**config.mk**
```make
export PLATFORM = sky130hd
export DESIGN_NAME = skid_buffer_async
export DESIGN_NICKNAME = d
export VERILOG_FILES = /design/src/rtl/skid_buffer_async_pkg.sv /design/src/rtl/skid_buffer_async.sv
export SDC_FILE = /design/constraint.sdc
export NUM_CORES = 1
export LEC_CHECK = 0
export BUFFER_PORTS_ARGS = -buffer_cell sky130_fd_sc_hd__buf_2
export CORE_UTILIZATION = 43
export CTS_CLUSTER_SIZE = 12
export DETAILED_ROUTE_END_ITERATION = 10
export PLACE_DENSITY = 0.78
export SYNTH_ARGS = -nofsm -noshare
export SYNTH_HDL_FRONTEND = slang
export SYNTH_SLANG_ARGS = --single-unit
```
**constraint.sdc**
```tcl
create_clock -name clk -period 1.8 [get_ports clk]
set_input_delay 0.09 -clock clk [delete_from_list [all_inputs] [get_ports clk]]
set_output_delay 0.09 -clock clk [all_outputs]
set_load 0.1 [all_outputs]
```
**src/rtl/skid_buffer_async_pkg.sv**
```systemverilog
// ---------------------------------------------------------------
// skid_buffer_async_pkg : state encoding and widths for the skid buffer
// Rev 1.0
// ---------------------------------------------------------------
`default_nettype none

package skid_buffer_async_pkg;

  localparam int SKB_STATE_W = 2;
  localparam int SKB_OCC_W   = 2;

  // Encoding doubles as the held-word count, so occupancy is the state itself.
  localparam logic [SKB_STATE_W-1:0] SKB_EMPTY = 2'd0;
  localparam logic [SKB_STATE_W-1:0] SKB_BUSY  = 2'd1;
  localparam logic [SKB_STATE_W-1:0] SKB_FULL  = 2'd2;

endpackage : skid_buffer_async_pkg

`default_nettype wire

```
**src/rtl/skid_buffer_async.sv**
```systemverilog
// ---------------------------------------------------------------
// skid_buffer_async : valid/ready stage with main + skid slot, registered s_ready
// Rev 1.0
// ---------------------------------------------------------------
`default_nettype none

module skid_buffer_async
  import skid_buffer_async_pkg::*;
#(
  parameter int WIDTH = 8
) (
  input  logic                 clk,
  input  logic                 reset,
  input  logic                 s_valid,
  output logic                 s_ready,
  input  logic [WIDTH-1:0]     s_data,
  output logic                 m_valid,
  input  logic                 m_ready,
  output logic [WIDTH-1:0]     m_data,
  output logic [SKB_OCC_W-1:0] occupancy
);

  logic [SKB_STATE_W-1:0] r_state;
  logic [SKB_STATE_W-1:0] w_state_next;
  logic                   r_s_ready;
  logic [WIDTH-1:0]       r_main;
  logic [WIDTH-1:0]       r_skid;

  logic w_acc;
  logic w_emt;
  logic w_main_load;
  logic w_main_from_skid;
  logic w_skid_load;

  assign w_acc = s_valid && r_s_ready;
  assign w_emt = m_valid && m_ready;

  always_comb begin
    w_state_next     = r_state;
    w_main_load      = 1'b0;
    w_main_from_skid = 1'b0;
    w_skid_load      = 1'b0;
    case (r_state)
      SKB_EMPTY: begin
        if (w_acc) begin
          w_state_next = SKB_BUSY;
          w_main_load  = 1'b1;
        end
      end
      SKB_BUSY: begin
        if (w_acc && w_emt) begin
          w_main_load = 1'b1;
        end else if (w_acc) begin
          w_state_next = SKB_FULL;
          w_skid_load  = 1'b1;
        end else if (w_emt) begin
          w_state_next = SKB_EMPTY;
        end
      end
      SKB_FULL: begin
        // s_ready is low here, so only the emit side can move the state
        if (w_emt) begin
          w_state_next     = SKB_BUSY;
          w_main_from_skid = 1'b1;
        end
      end
      default: begin
        w_state_next = SKB_EMPTY;
      end
    endcase
  end

  always_ff @(posedge clk or negedge reset) begin
    if (!reset) begin
      r_state   <= SKB_EMPTY;
      r_s_ready <= 1'b0;
    end else begin
      r_state   <= w_state_next;
      r_s_ready <= (w_state_next != SKB_FULL);
    end
  end

  // Data slots carry no reset: m_data is only meaningful while m_valid is high.
  always_ff @(posedge clk) begin
    if (w_main_load) begin
      r_main <= s_data;
    end else if (w_main_from_skid) begin
      r_main <= r_skid;
    end
    if (w_skid_load) begin
      r_skid <= s_data;
    end
  end

  assign s_ready   = r_s_ready;
  assign m_valid   = (r_state != SKB_EMPTY);
  assign m_data    = r_main;
  assign occupancy = r_state;

endmodule : skid_buffer_async

`default_nettype wire

```
Word-level counts from Yosys, hierarchy flattened:

Cells that the tools add are included.

* bits in registers: 19
* bits of input ports: 12
* output and inout port bits: 12
* word-level logic and storage cells: 28

* equality and inequality tests: 3
* mux-type cells: 15
* reductions and logical operators: 6

Operators by type and width (number)
* $mux W8: 2
* $mux W2: 5
* $mux W1: 6
* $pmux W2 S3: 1
* $reduce_bool A2 Y1: 2
* $logic_and A1 B1 Y1: 3
* $eq A2 B1 Y1 const B: 1
* $eq A2 B2 Y1 const B: 1
* $logic_not A2 Y1: 1
* $ne A2 B2 Y1 const B: 1
* $pmux W1 S2: 1

Logic depth before layout (Yosys ltp):

Gate-level depths: netlist of the first run.

* depth in word-level cells: 7
* mapped depth: 3
* mapped depth without buffers: 3

Worst setup path after synthesis of the first run:

OpenSTA, ideal clock, no wires.

* path kind: reg-to-reg
* start: reg r_state[0] (netlist: occupancy[0])
* end: reg r_skid[0], enable pin
* library setup time: 0.389 ns
* data arrival time: 2.052 ns
* path slack: -0.641 ns
* cell stages (with the launch flop): 3
* path buffers: 0
* clock period less this slack: 2.441 ns
* cell sequence: dfrtp_1 > nor2b_4 > nor3b_1

* cells in the longest elaborated chain, start to end: 5
* elaborated cells on any way between the ends: 6

RTL lines
* start: declaration: RTL line skid_buffer_async.sv:23 `logic [SKB_STATE_W-1:0] r_state;`
* start signal: assignment: RTL line skid_buffer_async.sv:78 `r_state <= w_state_next;`
* $reduce_bool A2 Y1: RTL line skid_buffer_async.sv:96 `assign m_valid = (r_state != SKB_EMPTY);`
* $logic_and A1 B1 Y1: RTL line skid_buffer_async.sv:36 `assign w_emt = m_valid && m_ready;`
* $logic_and A1 B1 Y1: RTL line skid_buffer_async.sv:51 `if (w_acc && w_emt) begin`
* $mux W1: RTL line skid_buffer_async.sv:51
* $mux W1 *: RTL line skid_buffer_async.sv:43 `case (r_state)`
* named net w_skid_load: RTL line skid_buffer_async.sv:33 `logic w_skid_load;`
* end signal: assignment: RTL line skid_buffer_async.sv:91 `r_skid <= s_data;`
* end: declaration: RTL line skid_buffer_async.sv:27 `logic [WIDTH-1:0] r_skid;`

Mark *: on every way through the listed nets, which the timed path passes. The rest lies on a longest branch.
A chain may end at the register's enable or synchronous reset.

Worst setup path in the final report of the first run:

* start: reg r_s_ready (netlist: s_ready)
* end: reg r_main[0] (netlist: m_data[0]), enable pin

* cells in the longest elaborated chain, start to end: 5
* elaborated cells on any way between the ends: 6

RTL lines
* start: declaration: RTL line skid_buffer_async.sv:25 `logic r_s_ready;`
* start signal: assignment: RTL line skid_buffer_async.sv:79 `r_s_ready <= (w_state_next != SKB_FULL);`
* $logic_and A1 B1 Y1 *: RTL line skid_buffer_async.sv:35 `assign w_acc = s_valid && r_s_ready;`
* $logic_and A1 B1 Y1: RTL line skid_buffer_async.sv:51
* $mux W1: RTL line skid_buffer_async.sv:51
* $pmux W1 S2 *: RTL line skid_buffer_async.sv:43
* $reduce_bool A2 Y1 (no line) *
* end signal: assignment: RTL line skid_buffer_async.sv:86 `r_main <= s_data;`
* end signal: assignment: RTL line skid_buffer_async.sv:88 `r_main <= r_skid;`
* end: declaration: RTL line skid_buffer_async.sv:26 `logic [WIDTH-1:0] r_main;`

Mark *: on every way between the ends. The rest lies on a longest branch, timed or not.

==> metrics.txt, run 1 <==
gr usage total=0.156; GP Congestion=0.805; Crit Path Class=register to register; Die Wd=~44 um; final instance area=just over 1000 sq um; Reg area=between 500 and 600 sq um; Setup Fix Bufs, Post-CTS=0; per-cell routed wire length=~13 um; Die Ht=43.8 um; Final #Nets=91; Worst-path clk slew=100 ps; Area contributors post-synth=edfxtp_1 64%, mux2_2 13%, dfrtp_1 10%, nor3_4 2.2%, nor2b_4 1.8%; Post-Route WL=1220 um; Startpoint Class=register; largest net degree at the start of global routing=11; Layout Skew=approximately 6.9 ps; Peak VDD IR=approximately 1.1 mV; Clock Latency Late Sink=290 ps; area of the multi-input gates=201 sq um; final-report hold violation count=0; critical path peak fanout=9; RSZ-0062 raised after global routing=false; dpl hpwl=850 um; Netlist cell types=14; Core Rows=14; CTS buffer count=3; leakage=around 0.41 nW; Post-Syn Area per Cell=18.3 sq um; worst path required time=1750 ps; fill count=129; Worst Path Arrival=roughly 1600 ps; final worst path period share=0.910; CTS hold repair buffers=9; Synth area leader=edfxtp_1; YS warnings=0; layout cell share with drive strength beyond 1=0.577; clock sink total=19; Place WS=160 ps; slowest cell on the critical path=dfrtp_4; Post-Syn Area=around 750 sq um; status=complete, but fails checks; Syn Inst Count=41; Buf+Inv Stages, Crit Path=0; Ant. Diodes=0; type of the tightest min-delay check=input port to register; CTS Buffer Depth=2; DR vias/cell=between 4 and 5; Least-Margin Pin Slew=487 ps; TritonCTS clock tree=done; Max Slew Vio Count=0; Detail Route Antenna Nets=0; CTS resizes=0; # IOs=24; number of global-route vias before repair=480; initial antenna violation count=0; register bit total from synthesis=19; worst reg-to-reg setup slack=160 ps; PwrDens=1660 nW/um^2; first-pass GRT wire length=between 2000 and 2500 um; critical path's top delay family=simple AND/OR/NAND/NOR gates; total core area=1580 sq um; Net Count, Synth=53; final setup vio count=0; max incr delay on CP=420 ps; Clock Root Buffer=clkbuf_4; max_cap viols=0; Layout area overhead=36.4%; WHS=around 120 ps; Fmax=611 MHz; Port-buffer cells=23; vias post-DR=467; htree depth=1; die area=approximately 1900 sq um; final worst setup slack=163 ps; Seq/Total Area, Yosys=0.739; failing checks=design-rule violations; crit end category=register; Power, Total=1.71 mW; CP Cell Sequence=nand2_1 > nor3_4 > o21bai_2; Post-DP Area=between 900 and 1000 sq um; Max transition margin=0.678; Pre-antenna DRT Iters=9; Overflow after GRT=0; DRC Markers=3; Final Critical Period=around 1600 ps; Initial Util=0.477; DRT iter0 DRCs=11; share of the synthesized area in the top cell type=0.639
[layer usage]
layer,track usage,wire length (um),share of wire,up-vias
met3,0.0917,93,0.076,2
met2,0.239,602,0.49,20
met5,0,0,0,-
met4,0.0313,16,0.013,0
met1,0.192,506,0.42,215
li1,-,-,-,230
[synthesized netlist by cell type]
cell type,count
edfxtp_1,16
mux2_2,9
dfrtp_1,3
nor2_1,2
or2_2,2
inv_1,1
mux2i_1,1
nand2_1,1
nand2b_1,1
nor2b_4,1
nor3_4,1
nor3b_1,1
o21bai_1,1
o22ai_1,1
[logic make-up after synthesis]
| logic type | after synthesis | share of synthesized area |
|---|---|---|
| buf+inv | 1 | 0.00499 |
| compound gates | 2 | 0.0183 |
| mux | 10 | 0.148 |
| flops | 19 | 0.739 |
| simple gates | 9 | 0.0899 |
[state kept, by name, indices dropped and copies added (netlist names)]
signal / count
occupancy: 2
r_skid: 8
s_ready: 1
m_data: 8
[power by group]
group          total (mW)  internal [mW]  switching, mW
Clock               0.206         0.0862          0.119
Sequential          0.634          0.594         0.0403
Combinational       0.866          0.177          0.690
Total                1.71          0.857          0.849
[layout make-up]
type                            count  share of cell area
Multi-Input combinational cell     21               0.196
Timing Repair Buffer               33               0.207
Sequential cell                    19               0.548
Clock buffer                        4              0.0256
Inverter                            1             0.00366
Tap cell                           16              0.0195
[worst register-to-register path: stages, from the launching register on]
cell and delay (ps):
dfrtp_4 420, nand2_1 150, nor3_4 420, o21bai_2 310
[path summary, 6_finish.rpt]
check / from / end / cells past startpoint
setup reg to reg: s_ready$_DFF_PN0_ / m_data[0]$_DFFE_PP_ / 3
hold reg to reg: occupancy[0]$_DFF_PN0_ / occupancy[0]$_DFF_PN0_ / 1
max in group asynchronous: reset / s_ready$_DFF_PN0_ / 2
setup / recovery: s_ready$_DFF_PN0_ / m_data[0]$_DFFE_PP_ / 3
min in group asynchronous: reset / s_ready$_DFF_PN0_ / 2
hold / removal: m_ready / s_ready$_DFF_PN0_ / 3
[metrics by stage]
step	TNS, ps	std cells	util
finish	0	94	0.651
global route	0	94	0.651
CTS	0	94	0.651
detailed placement	0	81	0.577
global placement	0	81	0.577
floorplan	-21.0	41	-
[placed cells by master, fill, tap and decap left out, drive strengths merged]
| master | Yosys | layout |
|---|---|---|
| buf | 0 | 24 |
| clkbuf | 0 | 4 |
| dfrtp | 3 | 3 |
| dlygate4sd3 | 0 | 9 |
| edfxtp | 16 | 16 |
| inv | 1 | 1 |
| mux2 | 9 | 9 |
| mux2i | 1 | 1 |
| nand2 | 1 | 1 |
| nand2b | 1 | 1 |
| nor2 | 2 | 2 |
| nor2b | 1 | 1 |
| nor3 | 1 | 1 |
| nor3b | 1 | 1 |
| o21bai | 1 | 1 |
| o22ai | 1 | 1 |
| or2 | 2 | 2 |
Note: power is estimated with default switching activity, not from simulation.
==> run 2: changes to the inputs <==
==> constraint.sdc (replaced) <==
create_clock -name clk -period 1.39 [get_ports clk]
set_input_delay 0.0695 -clock clk [delete_from_list [all_inputs] [get_ports clk]]
set_output_delay 0.0695 -clock clk [all_outputs]
set_load 0.1 [all_outputs]
==> metrics.txt, run 2 (synthesis results as in run 1) <==
slowest cell on the critical path=dfrtp_4 (unchanged); Max Slew Vio Count=0 (unchanged); leakage=0.501 nW (was 0.413 nW); Startpoint Class=register (unchanged); commonest cells after routing, fill and taps aside=21 x buf_2, 16 x edfxtp_1, 9 x dlygate4sd3_1, 8 x mux2_4 (was 23 x buf_2, 16 x edfxtp_1, 9 x mux2_2, 9 x dlygate4sd3_1, 3 x clkbuf_4); Port-buffer cells=23 (unchanged); type of the tightest min-delay check=input port to async pin (was input port to register); Peak VDD IR=1.38 mV (was 1.09 mV); Layout Skew=5.58 ps (was 6.95 ps); Initial Util=0.477 (unchanged); FF-to-FF End=m_data[5]$_DFFE_PP_ (was m_data[0]$_DFFE_PP_); Core Rows=14 (unchanged); fill count=113 (was 129); Final #Nets=99 (was 91); gr usage total=0.181 (was 0.156); Clock Root Buffer=clkbuf_4 (unchanged); PwrDens=2140 nW/um^2 (was 1660 nW/um^2); Post-Route WL=1500 um (was 1220 um); htree depth=1 (unchanged); CTS buffer count=3 (unchanged); Final Critical Period=1480 ps (was 1640 ps); Overflow after GRT=0 (unchanged); failing checks=design-rule violations, negative setup slack (was design-rule violations); max_cap viols=0 (unchanged); largest net degree at the start of global routing=12 (was 11); layout cell share with drive strength beyond 1=0.640 (was 0.577); vias post-DR=524 (was 467); first-pass GRT wire length=2450 um (was 2080 um); final setup vio count=25 (was 0); RSZ-0062 raised after global routing=true (was false); CP Cell Sequence=nor2b_4 > nor3_4 > buf_6 > o21bai_4 > buf_6 (was nand2_1 > nor3_4 > o21bai_2); DR vias/cell=5.14 (was 4.97); crit path from=occupancy[0]$_DFF_PN0_ (was s_ready$_DFF_PN0_); GP Congestion=0.753 (was 0.805); final worst setup slack=-93.4 ps (was 163 ps); max incr delay on CP=480 ps (was 420 ps); # IOs=24 (unchanged); worst reg-to-reg setup slack=-90 ps (was 160 ps); critical path peak fanout=6 (was 9); Ant. Diodes=0 (unchanged); Worst Path Arrival=1510 ps (was 1590 ps); Fmax=674 MHz (was 611 MHz); Place WS=-139 ps (was 160 ps); total core area=1580 sq um (unchanged); Fin Setup TNS=-1440 ps (was 0 ps); Pre-antenna DRT Iters=7 (was 9); clock sink total=19 (unchanged); WHS=94.6 ps (was 119 ps); worst path required time=1420 ps (was 1750 ps); dpl hpwl=1020 um (was 850 um); commonest non-fill, non-tap cell in the layout=buf_2 (unchanged); crit end category=register (unchanged); final worst path period share=1.07 (was 0.910); Clock Latency Late Sink=300 ps (was 290 ps); DRC Markers=2 (was 3); status=complete, but fails checks (unchanged); die area=1920 sq um (unchanged); initial antenna violation count=0 (unchanged); Layout area overhead=57.4% (was 36.4%); Least-Margin Pin Slew=492 ps (was 487 ps); Post-Place Cells=89 (was 81); non-filler cells, final=102 (was 94); Worst-path clk slew=110 ps (was 100 ps); R2R cell count=5 (was 3); DRT iter0 DRCs=13 (was 11); Detail Route Antenna Nets=0 (unchanged); number of global-route vias before repair=554 (was 480); final-report hold violation count=0 (unchanged); Max transition margin=0.674 (was 0.678); Die Wd=43.8 um (unchanged); Crit Path Class=register to register (unchanged); TritonCTS clock tree=done (unchanged); Die Ht=43.8 um (unchanged); per-cell routed wire length=14.7 um (was 13.0 um); r2r startpoint=occupancy[0]$_DFF_PN0_ (was s_ready$_DFF_PN0_); most used cell, CP=buf_6; CTS Buffer Depth=2 (unchanged)
[run 2: cell count changes in the layout (fill, tap and decap cells not counted), sizes merged]
cell	previous run	this run
clkinv	0	1
buf	24	31
[run 2: stage by stage]
| step | util | cell area [sq um] | power (mW) |
|---|---|---|---|
| finish | 0.751 | 1180 | 2.53 |
| global route | 0.751 | 1180 | 2.61 |
| detailed placement | 0.630 | 993 | 2.08 |
| global placement | 0.630 | 993 | 2.06 |
| CTS | 0.742 | 1170 | 2.49 |
| floorplan | - | 778 | 1.80 |
[run 2: worst max-delay path, delay by kind of cell (launching register included)]
family,cells,cell delay (ps)
flip-flops,1,480
buffers and inverters,2,310
AO/OA/AOI/OAI,1,140
AND/OR/NAND/NOR,2,290
[run 2: cell type report]
type | instances | area, sq um | area share
multi-input cells | 21 | 250 | 0.211
clock buffers | 3 | 22.5 | 0.0190
well taps | 16 | 20.0 | 0.0169
flip-flops and latches | 19 | 564 | 0.477
repair buffers | 41 | 318 | 0.268
inverters | 1 | 3.75 | 0.00317
clock inverters | 1 | 5.00 | 0.00423
[run 2: where the power goes]
part | switching, mW | leakage (nW) | internal (mW)
combinational | 0.984 | 0.302 | 0.452
clock | 0.176 | 0.0177 | 0.107
sequential | 0.0350 | 0.181 | 0.774
[run 2: worst max path at each step]
stage	cells past startpoint	to	slack, ps
floorplan	3	m_data[0]$_DFFE_PP_	-340
global placement	4	m_data[5]$_DFFE_PP_	-110
detailed placement	4	m_data[2]$_DFFE_PP_	-140
CTS	5	m_data[3]$_DFFE_PP_	-100
global route	5	m_data[4]$_DFFE_PP_	-130
finish	5	m_data[5]$_DFFE_PP_	-90
[run 2: layer usage]
metal / share of wire / GRT usage
met5: 0 / 0
met4: 0.012 / 0.0750
met3: 0.031 / 0.0375
met2: 0.52 / 0.296
met1: 0.44 / 0.233
[run 2: what timing repair did]
action	CTS	global route
resized for setup	15	4
endpoints found under the hold margin	11	0
setup endpoints to repair	25	26
hold buffers	9	0
setup buffers	0	0
pin swaps	1	0
